[config.mk]
export PLATFORM = sky130hd
export DESIGN_NAME = layered_color_mapper
export DESIGN_NICKNAME = d
export VERILOG_FILES = /design/src/rtl/lcm_pkg.sv /design/src/rtl/layered_color_mapper_sprite_hit.sv /design/src/rtl/layered_color_mapper.sv
export SDC_FILE = /design/constraint.sdc
export NUM_CORES = 2
export LEC_CHECK = 0
export BUFFER_PORTS_ARGS = -buffer_cell sky130_fd_sc_hd__buf_2
export CORE_MARGIN = 5
export CORE_UTILIZATION = 60
export DETAILED_ROUTE_END_ITERATION = 12
export PLACE_DENSITY = 0.75
export REMOVE_ABC_BUFFERS = 1
export SLEW_MARGIN = 40
export SYNTH_ARGS = -nofsm -noshare
export SYNTH_HDL_FRONTEND = slang
export SYNTH_SLANG_ARGS = --single-unit
[constraint.sdc]
create_clock -name Clk -period 30.6 [get_ports Clk]
set_input_delay 6.12 -clock Clk [delete_from_list [all_inputs] [get_ports Clk]]
set_output_delay 6.12 -clock Clk [all_outputs]
set_load 0.02 [all_outputs]
[src/rtl/lcm_pkg.sv]
// Shared types and constants for the layered colour mapper.
package lcm_pkg;

  localparam int unsigned N_SPR_DEF        = 4;
  localparam int unsigned COORD_W_DEF      = 10;
  localparam int unsigned BLINK_FRAMES_DEF = 16;

  typedef enum logic {
    SQUARE = 1'b0,
    CIRCLE = 1'b1
  } spr_mode_t;

  typedef struct packed {
    logic [7:0] r;
    logic [7:0] g;
    logic [7:0] b;
  } rgb_t;

  localparam logic [7:0] BG_R      = 8'h3F;
  localparam logic [7:0] BG_G      = 8'h00;
  localparam logic [7:0] BG_B_BASE = 8'h7F;

  // Background blue darkens with the top seven bits of the column
  function automatic logic [7:0] bg_blue(input logic [6:0] x_hi);
    return BG_B_BASE - {1'b0, x_hi};
  endfunction

endpackage

[src/rtl/layered_color_mapper_sprite_hit.sv]
// Combinational hit test of one sprite against a pixel, given signed offsets.
module sprite_hit
  import lcm_pkg::*;
#(
  parameter int unsigned COORD_W = COORD_W_DEF
) (
  input  logic [COORD_W:0]   dx,
  input  logic [COORD_W:0]   dy,
  input  logic [COORD_W-1:0] s,
  input  spr_mode_t          mode,
  output logic               hit_c
);

  localparam int unsigned OFS_W = COORD_W + 1;
  localparam int unsigned SQ_W  = 2 * COORD_W + 3;

  logic [OFS_W-1:0] adx;
  logic [OFS_W-1:0] ady;
  logic [SQ_W-1:0]  dist_sq;
  logic [SQ_W-1:0]  rad_sq;

  // Offsets are two's complement; magnitude never exceeds 2^COORD_W-1
  always_comb begin
    adx     = dx[COORD_W] ? (~dx + OFS_W'(1)) : dx;
    ady     = dy[COORD_W] ? (~dy + OFS_W'(1)) : dy;
    dist_sq = SQ_W'(adx) * SQ_W'(adx) + SQ_W'(ady) * SQ_W'(ady);
    rad_sq  = SQ_W'(s) * SQ_W'(s);
    hit_c   = 1'b0;
    if (mode == CIRCLE) begin
      hit_c = (dist_sq <= rad_sq);
    end else begin
      hit_c = (adx <= OFS_W'(s)) && (ady <= OFS_W'(s));
    end
  end

endmodule

[src/rtl/layered_color_mapper.sv]
// Two-stage pixel pipeline: per-frame sprite shadow, offsets, priority colour select.
module layered_color_mapper
  import lcm_pkg::*;
#(
  parameter int unsigned N_SPR        = N_SPR_DEF,
  parameter int unsigned COORD_W      = COORD_W_DEF,
  parameter int unsigned BLINK_FRAMES = BLINK_FRAMES_DEF
) (
  input  logic                            Clk,
  input  logic                            Reset,
  input  logic                            frame_start,
  input  logic                            pix_valid,
  input  logic [COORD_W-1:0]              DrawX,
  input  logic [COORD_W-1:0]              DrawY,
  input  logic [N_SPR-1:0][COORD_W-1:0]   spr_x,
  input  logic [N_SPR-1:0][COORD_W-1:0]   spr_y,
  input  logic [N_SPR-1:0][COORD_W-1:0]   spr_s,
  input  logic [N_SPR-1:0]                spr_mode,
  input  logic [N_SPR-1:0]                spr_en,
  input  logic [N_SPR-1:0]                spr_blink,
  input  logic [N_SPR-1:0][23:0]          spr_rgb,
  output logic [7:0]                      VGA_R,
  output logic [7:0]                      VGA_G,
  output logic [7:0]                      VGA_B,
  output logic                            rgb_valid
);

  localparam int unsigned OFS_W = COORD_W + 1;
  localparam int unsigned CNT_W = (BLINK_FRAMES > 1) ? $clog2(BLINK_FRAMES) : 1;

  logic [N_SPR-1:0][COORD_W-1:0] sh_x;
  logic [N_SPR-1:0][COORD_W-1:0] sh_y;
  logic [N_SPR-1:0][COORD_W-1:0] sh_s;
  logic [N_SPR-1:0]              sh_mode;
  logic [N_SPR-1:0]              sh_en;
  logic [N_SPR-1:0]              sh_blink;
  logic [N_SPR-1:0][23:0]        sh_rgb;
  logic [CNT_W-1:0]              frame_cnt;
  logic                          blink_phase;

  logic [N_SPR-1:0][OFS_W-1:0]   dx_c;
  logic [N_SPR-1:0][OFS_W-1:0]   dy_c;
  logic [N_SPR-1:0]              act_c;

  logic                          s1_valid;
  logic [N_SPR-1:0][OFS_W-1:0]   s1_dx;
  logic [N_SPR-1:0][OFS_W-1:0]   s1_dy;
  logic [N_SPR-1:0][COORD_W-1:0] s1_s;
  logic [N_SPR-1:0]              s1_mode;
  logic [N_SPR-1:0]              s1_act;
  logic [N_SPR-1:0][23:0]        s1_rgb;
  logic [7:0]                    s1_bg_b;

  logic [N_SPR-1:0]              hit_c;
  rgb_t                          sel_c;
  logic                          sel_found_c;

  // Shadow registers and blink counter change only on frame_start
  always_ff @(posedge Clk or posedge Reset) begin
    if (Reset) begin
      sh_x        <= '0;
      sh_y        <= '0;
      sh_s        <= '0;
      sh_mode     <= '0;
      sh_en       <= '0;
      sh_blink    <= '0;
      sh_rgb      <= '0;
      frame_cnt   <= '0;
      blink_phase <= 1'b0;
    end else if (frame_start) begin
      sh_x     <= spr_x;
      sh_y     <= spr_y;
      sh_s     <= spr_s;
      sh_mode  <= spr_mode;
      sh_en    <= spr_en;
      sh_blink <= spr_blink;
      sh_rgb   <= spr_rgb;
      if (frame_cnt == CNT_W'(BLINK_FRAMES - 1)) begin
        frame_cnt   <= '0;
        blink_phase <= ~blink_phase;
      end else begin
        frame_cnt <= frame_cnt + CNT_W'(1);
      end
    end
  end

  // One extra bit keeps offsets exact at the coordinate extremes
  always_comb begin
    dx_c  = '0;
    dy_c  = '0;
    act_c = '0;
    for (int unsigned i = 0; i < N_SPR; i++) begin
      dx_c[i]  = {1'b0, DrawX} - {1'b0, sh_x[i]};
      dy_c[i]  = {1'b0, DrawY} - {1'b0, sh_y[i]};
      act_c[i] = sh_en[i] & ~(blink_phase & sh_blink[i]);
    end
  end

  // Stage 1 carries a snapshot of the sprite state so a frame_start
  // arriving while the pixel is in flight cannot alter its result
  always_ff @(posedge Clk or posedge Reset) begin
    if (Reset) begin
      s1_valid <= 1'b0;
      s1_dx    <= '0;
      s1_dy    <= '0;
      s1_s     <= '0;
      s1_mode  <= '0;
      s1_act   <= '0;
      s1_rgb   <= '0;
      s1_bg_b  <= '0;
    end else begin
      s1_valid <= pix_valid;
      s1_dx    <= dx_c;
      s1_dy    <= dy_c;
      s1_s     <= sh_s;
      s1_mode  <= sh_mode;
      s1_act   <= act_c;
      s1_rgb   <= sh_rgb;
      s1_bg_b  <= bg_blue(DrawX[COORD_W-1 -: 7]);
    end
  end

  for (genvar g = 0; g < N_SPR; g++) begin : g_hit
    sprite_hit #(
      .COORD_W (COORD_W)
    ) u_hit (
      .dx    (s1_dx[g]),
      .dy    (s1_dy[g]),
      .s     (s1_s[g]),
      .mode  (spr_mode_t'(s1_mode[g])),
      .hit_c (hit_c[g])
    );
  end

  // Lowest-index active hit wins, otherwise background
  always_comb begin
    sel_c       = '{r: BG_R, g: BG_G, b: s1_bg_b};
    sel_found_c = 1'b0;
    for (int unsigned i = 0; i < N_SPR; i++) begin
      if (!sel_found_c && hit_c[i] && s1_act[i]) begin
        sel_c       = rgb_t'(s1_rgb[i]);
        sel_found_c = 1'b1;
      end
    end
  end

  always_ff @(posedge Clk or posedge Reset) begin
    if (Reset) begin
      rgb_valid <= 1'b0;
      VGA_R     <= 8'h00;
      VGA_G     <= 8'h00;
      VGA_B     <= 8'h00;
    end else begin
      rgb_valid <= s1_valid;
      VGA_R     <= s1_valid ? sel_c.r : 8'h00;
      VGA_G     <= s1_valid ? sel_c.g : 8'h00;
      VGA_B     <= s1_valid ? sel_c.b : 8'h00;
    end
  end

endmodule

==> flow_summary.html <==
<table>
<tr><th>Metric</th><th>Value</th></tr>
<tr><th colspan="2">Setup path</th></tr>
<tr><td>Worst reg2reg endpoint</td><td>VGA_B[0]</td></tr>
<tr><td>Startpoint of the worst-slack reg-to-reg timing path</td><td>s1_dx[0]</td></tr>
<tr><td>Total stage count of the critical path</td><td>38</td></tr>
<tr><td>Largest driver fanout on the critical path</td><td>31</td></tr>
<tr><td>Cell with the most instances on the worst path</td><td>sky130_fd_sc_hd__fa_1</td></tr>
<tr><td>Startpoint class of the critical path</td><td>register</td></tr>
<tr><td>Worst setup path endpoint</td><td>VGA_B[0]</td></tr>
<tr><td>Dominant delay contributor by cell family on the critical path</td><td>adder cells</td></tr>
<tr><td>Data arrival at the endpoint of the critical path</td><td>12.07 ns</td></tr>
<tr><td>Slowest cell on the critical path</td><td>sky130_fd_sc_hd__xnor2_1</td></tr>
<tr><td>Count of buffering cells on the critical path with inverters included</td><td>8</td></tr>
<tr><td>Critical path startpoint</td><td>s1_dx[0]</td></tr>
<tr><td>Max incr delay on CP</td><td>0.69 ns</td></tr>
<tr><td>Worst R2R Path Depth</td><td>38</td></tr>
<tr><td>Endpoint class of the critical path</td><td>register</td></tr>
<tr><td>Slack of the worst reg-to-reg path</td><td>19.06 ns</td></tr>
<tr><td>Crit path kind</td><td>register to register</td></tr>
<tr><td>Worst EP required</td><td>31.13 ns</td></tr>
<tr><th colspan="2">Synthesis</th></tr>
<tr><td>Part of the Yosys area used for sequential elements</td><td>0.206</td></tr>
<tr><td>Top-count cell post-synth</td><td>sky130_fd_sc_hd__inv_1</td></tr>
<tr><td>Yosys warning count</td><td>0</td></tr>
<tr><td>Syn_area_per_cell</td><td>9.73 sq um</td></tr>
<tr><td>Total of flip-flops plus latches after synthesis</td><td>498</td></tr>
<tr><td>Share of the synthesized area in the top cell type</td><td>0.282</td></tr>
<tr><td>Largest cells by area after synthesis</td><td>sky130_fd_sc_hd__fa_1 28%, sky130_fd_sc_hd__dfrtp_1 21%, sky130_fd_sc_hd__ha_1 16%</td></tr>
<tr><td>Synth cell count leaders</td><td>1462 x sky130_fd_sc_hd__inv_1, 852 x sky130_fd_sc_hd__fa_1, 797 x sky130_fd_sc_hd__ha_1</td></tr>
<tr><td>Netlist area before placement</td><td>0.0606 sq mm</td></tr>
<tr><td>Gate count of the mapped netlist</td><td>6228</td></tr>
<tr><td>Post-synth EDFFs</td><td>0</td></tr>
<tr><td>Count of unique library cells instantiated by Yosys</td><td>79</td></tr>
<tr><td>Main synth FF type</td><td>sky130_fd_sc_hd__dfrtp_1</td></tr>
<tr><td>Proportion of register bits with asynchronous set or reset after synthesis</td><td>1.00</td></tr>
<tr><td>Cell type with the largest total area after synthesis</td><td>sky130_fd_sc_hd__fa_1</td></tr>
<tr><th colspan="2">Routing</th></tr>
<tr><td>Number of vias per cell</td><td>5.45</td></tr>
<tr><td>Antenna Nets Post-Route</td><td>0</td></tr>
<tr><td>Average routed wire per standard cell</td><td>18.7 microns</td></tr>
<tr><td>Total routed wirelength</td><td>148 mm</td></tr>
<tr><td>Detailed-route DRC error count</td><td>0</td></tr>
<tr><td>Detailed-route via count</td><td>43.2k</td></tr>
<tr><td>Number of search-and-repair iterations in the first detailed-routing pass</td><td>5</td></tr>
<tr><td>Number of violations reported at the end of detailed-routing iteration 0</td><td>2523</td></tr>
<tr><th colspan="2">Timing</th></tr>
<tr><td>Final Hold Fails</td><td>0</td></tr>
<tr><td>Max Clock Freq</td><td>86.6 MHz</td></tr>
<tr><td>Number of slew-limit violations in the final report</td><td>0</td></tr>
<tr><td>Fin Hold WS</td><td>0.366 ns</td></tr>
<tr><td>Actual slew at the worst max-slew pin</td><td>0.889 ns</td></tr>
<tr><td>Unrepaired setup endpoints after global routing</td><td>no</td></tr>
<tr><td>Normalized max-slew margin</td><td>0.403</td></tr>
<tr><td>Clk_skew</td><td>0.0639 ns</td></tr>
<tr><td>Final worst path period need</td><td>11.54 ns</td></tr>
<tr><td>Post-route fraction of the period consumed by the critical path</td><td>0.377</td></tr>
<tr><td>Total negative slack</td><td>0 ns</td></tr>
<tr><td>Endpoints failing setup</td><td>0</td></tr>
<tr><th colspan="2">GRT</th></tr>
<tr><td>First-pass GRT wire length</td><td>242 mm</td></tr>
<tr><td>Number of antenna violations at the first check in global routing</td><td>17</td></tr>
<tr><td>Pin count of the biggest net entering global routing</td><td>99</td></tr>
<tr><td>Global router's overall resource usage</td><td>0.284</td></tr>
<tr><td>Vias in the first global route</td><td>46.7k</td></tr>
<tr><td>Global route overflow</td><td>0</td></tr>
<tr><th colspan="2">CTS</th></tr>
<tr><td>CTS H-Tree Depth</td><td>2</td></tr>
<tr><td>CTS Hold Bufs</td><td>0</td></tr>
<tr><td>Buffers inserted during post-CTS setup optimization</td><td>0</td></tr>
<tr><td>Root Driver</td><td>sky130_fd_sc_hd__clkbuf_16</td></tr>
<tr><td>Clk sinks</td><td>498</td></tr>
<tr><td>Bufs on Longest Clock Path</td><td>3</td></tr>
<tr><td>CTS clk-pin slew, worst paths</td><td>0.06 ns</td></tr>
<tr><td>Clock tree from TritonCTS</td><td>built</td></tr>
<tr><td>Clock latency on the worst-skew pair</td><td>0.69 ns</td></tr>
<tr><td>Inserted Clock Buffers</td><td>58</td></tr>
<tr><td>Number of cells upsized or downsized after cts</td><td>0</td></tr>
<tr><th colspan="2">Final layout</th></tr>
<tr><td>Layout Cells excl Fill</td><td>7922</td></tr>
<tr><td>Final core utilization</td><td>0.659</td></tr>
<tr><td>Fraction of layout instances using a drive strength above 1</td><td>0.0943</td></tr>
<tr><td>Relative area change from synthesis to final layout</td><td>9.00%</td></tr>
<tr><td>Nets</td><td>8470</td></tr>
<tr><td>Number of fill cells in the layout</td><td>8086</td></tr>
<tr><th colspan="2">Run status</th></tr>
<tr><td>Run status</td><td>complete, no violations</td></tr>
<tr><th colspan="2">Die</th></tr>
<tr><td>Initial standard-cell utilization of the core</td><td>0.605</td></tr>
<tr><td>Ports placed on the boundary</td><td>277</td></tr>
<tr><td>Die boundary width</td><td>328 microns</td></tr>
<tr><td>Core ar.</td><td>0.100 sq mm</td></tr>
<tr><td>Total Die Area</td><td>0.107 sq mm</td></tr>
<tr><td>Std-Cell Rows</td><td>116</td></tr>
<tr><td>DIE HEIGHT</td><td>328 microns</td></tr>
<tr><th colspan="2">Placed design</th></tr>
<tr><td>Final weighted congestion in routability-driven placement</td><td>0.989</td></tr>
<tr><td>HPWL after detailed placement</td><td>122 mm</td></tr>
<tr><td>Total of buffers placed on input and output ports</td><td>276</td></tr>
<tr><td>DP Cell Count</td><td>7806</td></tr>
<tr><th colspan="2">Min path</th></tr>
<tr><td>Hold Crit Class</td><td>register to register</td></tr>
<tr><th colspan="2">Flow run</th></tr>
<tr><td>Number of max-cap violations</td><td>0</td></tr>
</table>
-- placed cells by master (no fill, tap or decap), types with 13 or more instances in the layout --
cell type	count
sky130_fd_sc_hd__inv_1	1461
sky130_fd_sc_hd__fa_1	852
sky130_fd_sc_hd__ha_1	797
sky130_fd_sc_hd__dfrtp_1	497
sky130_fd_sc_hd__nor2_1	476
sky130_fd_sc_hd__nand2_1	433
sky130_fd_sc_hd__buf_2	275
sky130_fd_sc_hd__o21ai_0	192
sky130_fd_sc_hd__a21oi_1	170
sky130_fd_sc_hd__mux2_2	163
sky130_fd_sc_hd__xnor2_1	161
sky130_fd_sc_hd__xor2_1	119
sky130_fd_sc_hd__a21o_1	102
sky130_fd_sc_hd__nand2b_1	67
sky130_fd_sc_hd__clkbuf_16	58
sky130_fd_sc_hd__and2_1	57
sky130_fd_sc_hd__nand3_1	57
sky130_fd_sc_hd__conb_1	56
sky130_fd_sc_hd__nor2b_1	50
sky130_fd_sc_hd__o21a_1	48
sky130_fd_sc_hd__nor3_1	47
sky130_fd_sc_hd__nand4_1	32
sky130_fd_sc_hd__o31ai_1	27
sky130_fd_sc_hd__a211oi_1	25
sky130_fd_sc_hd__buf_4	25
sky130_fd_sc_hd__o21bai_1	21
sky130_fd_sc_hd__a31oi_1	18
sky130_fd_sc_hd__a21boi_0	17
sky130_fd_sc_hd__clkinv_1	15
sky130_fd_sc_hd__and3_1	15
sky130_fd_sc_hd__or4_1	14
sky130_fd_sc_hd__or2_2	13
-- how the worst min path moves through the flow --
stage                 endpoint  startpoint  cells after the start
floorplan           s1_mode[0]  sh_mode[0]                      0
global placement    s1_rgb[16]  sh_rgb[16]                      0
detailed placement  s1_rgb[11]  sh_rgb[11]                      0
CTS                 s1_rgb[11]  sh_rgb[11]                      0
global route        s1_rgb[85]  sh_rgb[85]                      0
finish              s1_rgb[85]  sh_rgb[85]                      0
-- state kept, by name, summed over array words and instances (netlist names), 40 cells and up --
register	count
sh_x	40
s1_rgb	96
sh_rgb	96
sh_y	40
s1_s	40
sh_s	40
s1_dx	44
s1_dy	44
-- per-layer routing --
layer,GRT usage,up-vias,part of all wire
li1,-,20187,-
met1,0.374,21404,0.41
met2,0.466,1308,0.47
met3,0.0683,278,0.082
met4,0.0960,6,0.037
met5,0,-,0.00023
-- worst reg2reg max path: cells and delay by family (launching register included) --
kind / cells / cell delay, ns
AO/OA/AOI/OAI: 10 / 2.24
XOR/XNOR: 2 / 0.80
adder cells (fa/ha/maj): 10 / 4.53
buffers and inverters: 8 / 1.71
flip-flops: 1 / 0.67
AND/OR/NAND/NOR: 8 / 1.43
-- cell families (layout without fill, tap and decap cells) --
| group | after synthesis | count (layout) | share of synthesized area |
|---|---|---|---|
| adders and majority gates | 1649 | 1649 | 0.446 |
| buffers and inverters | 1561 | 1893 | 0.0974 |
| and+or+nand+nor | 1314 | 1314 | 0.0980 |
| AOI/OAI and AO/OA | 745 | 745 | 0.0794 |
| DFF | 498 | 498 | 0.206 |
| xor gates and xnor gates | 290 | 290 | 0.0419 |
| muxes | 169 | 169 | 0.0313 |
| other | 2 | 66 | 0.000124 |
-- final cells by class --
type,instances,area (sq um),area share
diodes,10,25.0,0.000379
clock buffers,73,1620,0.0245
clock inverters,32,484,0.00733
inverters,1477,5550,0.0841
multi-input cells,4223,42500,0.644
flip-flops and latches,498,12500,0.189
well taps,1298,1620,0.0246
repair buffers,311,1750,0.0265
-- stage by stage --
stage | area [sq um] | worst slack [ns]
detailed placement | 63800 | 19.21
global route | 66000 | 18.58
CTS | 65900 | 19.18
floorplan | 60400 | 10.58
global placement | 63700 | 18.98
finish | 66000 | 19.06
Power is left out: the tool's default activity adds up to more than one toggle a clock period on the data nets, which glitch-free logic cannot reach.
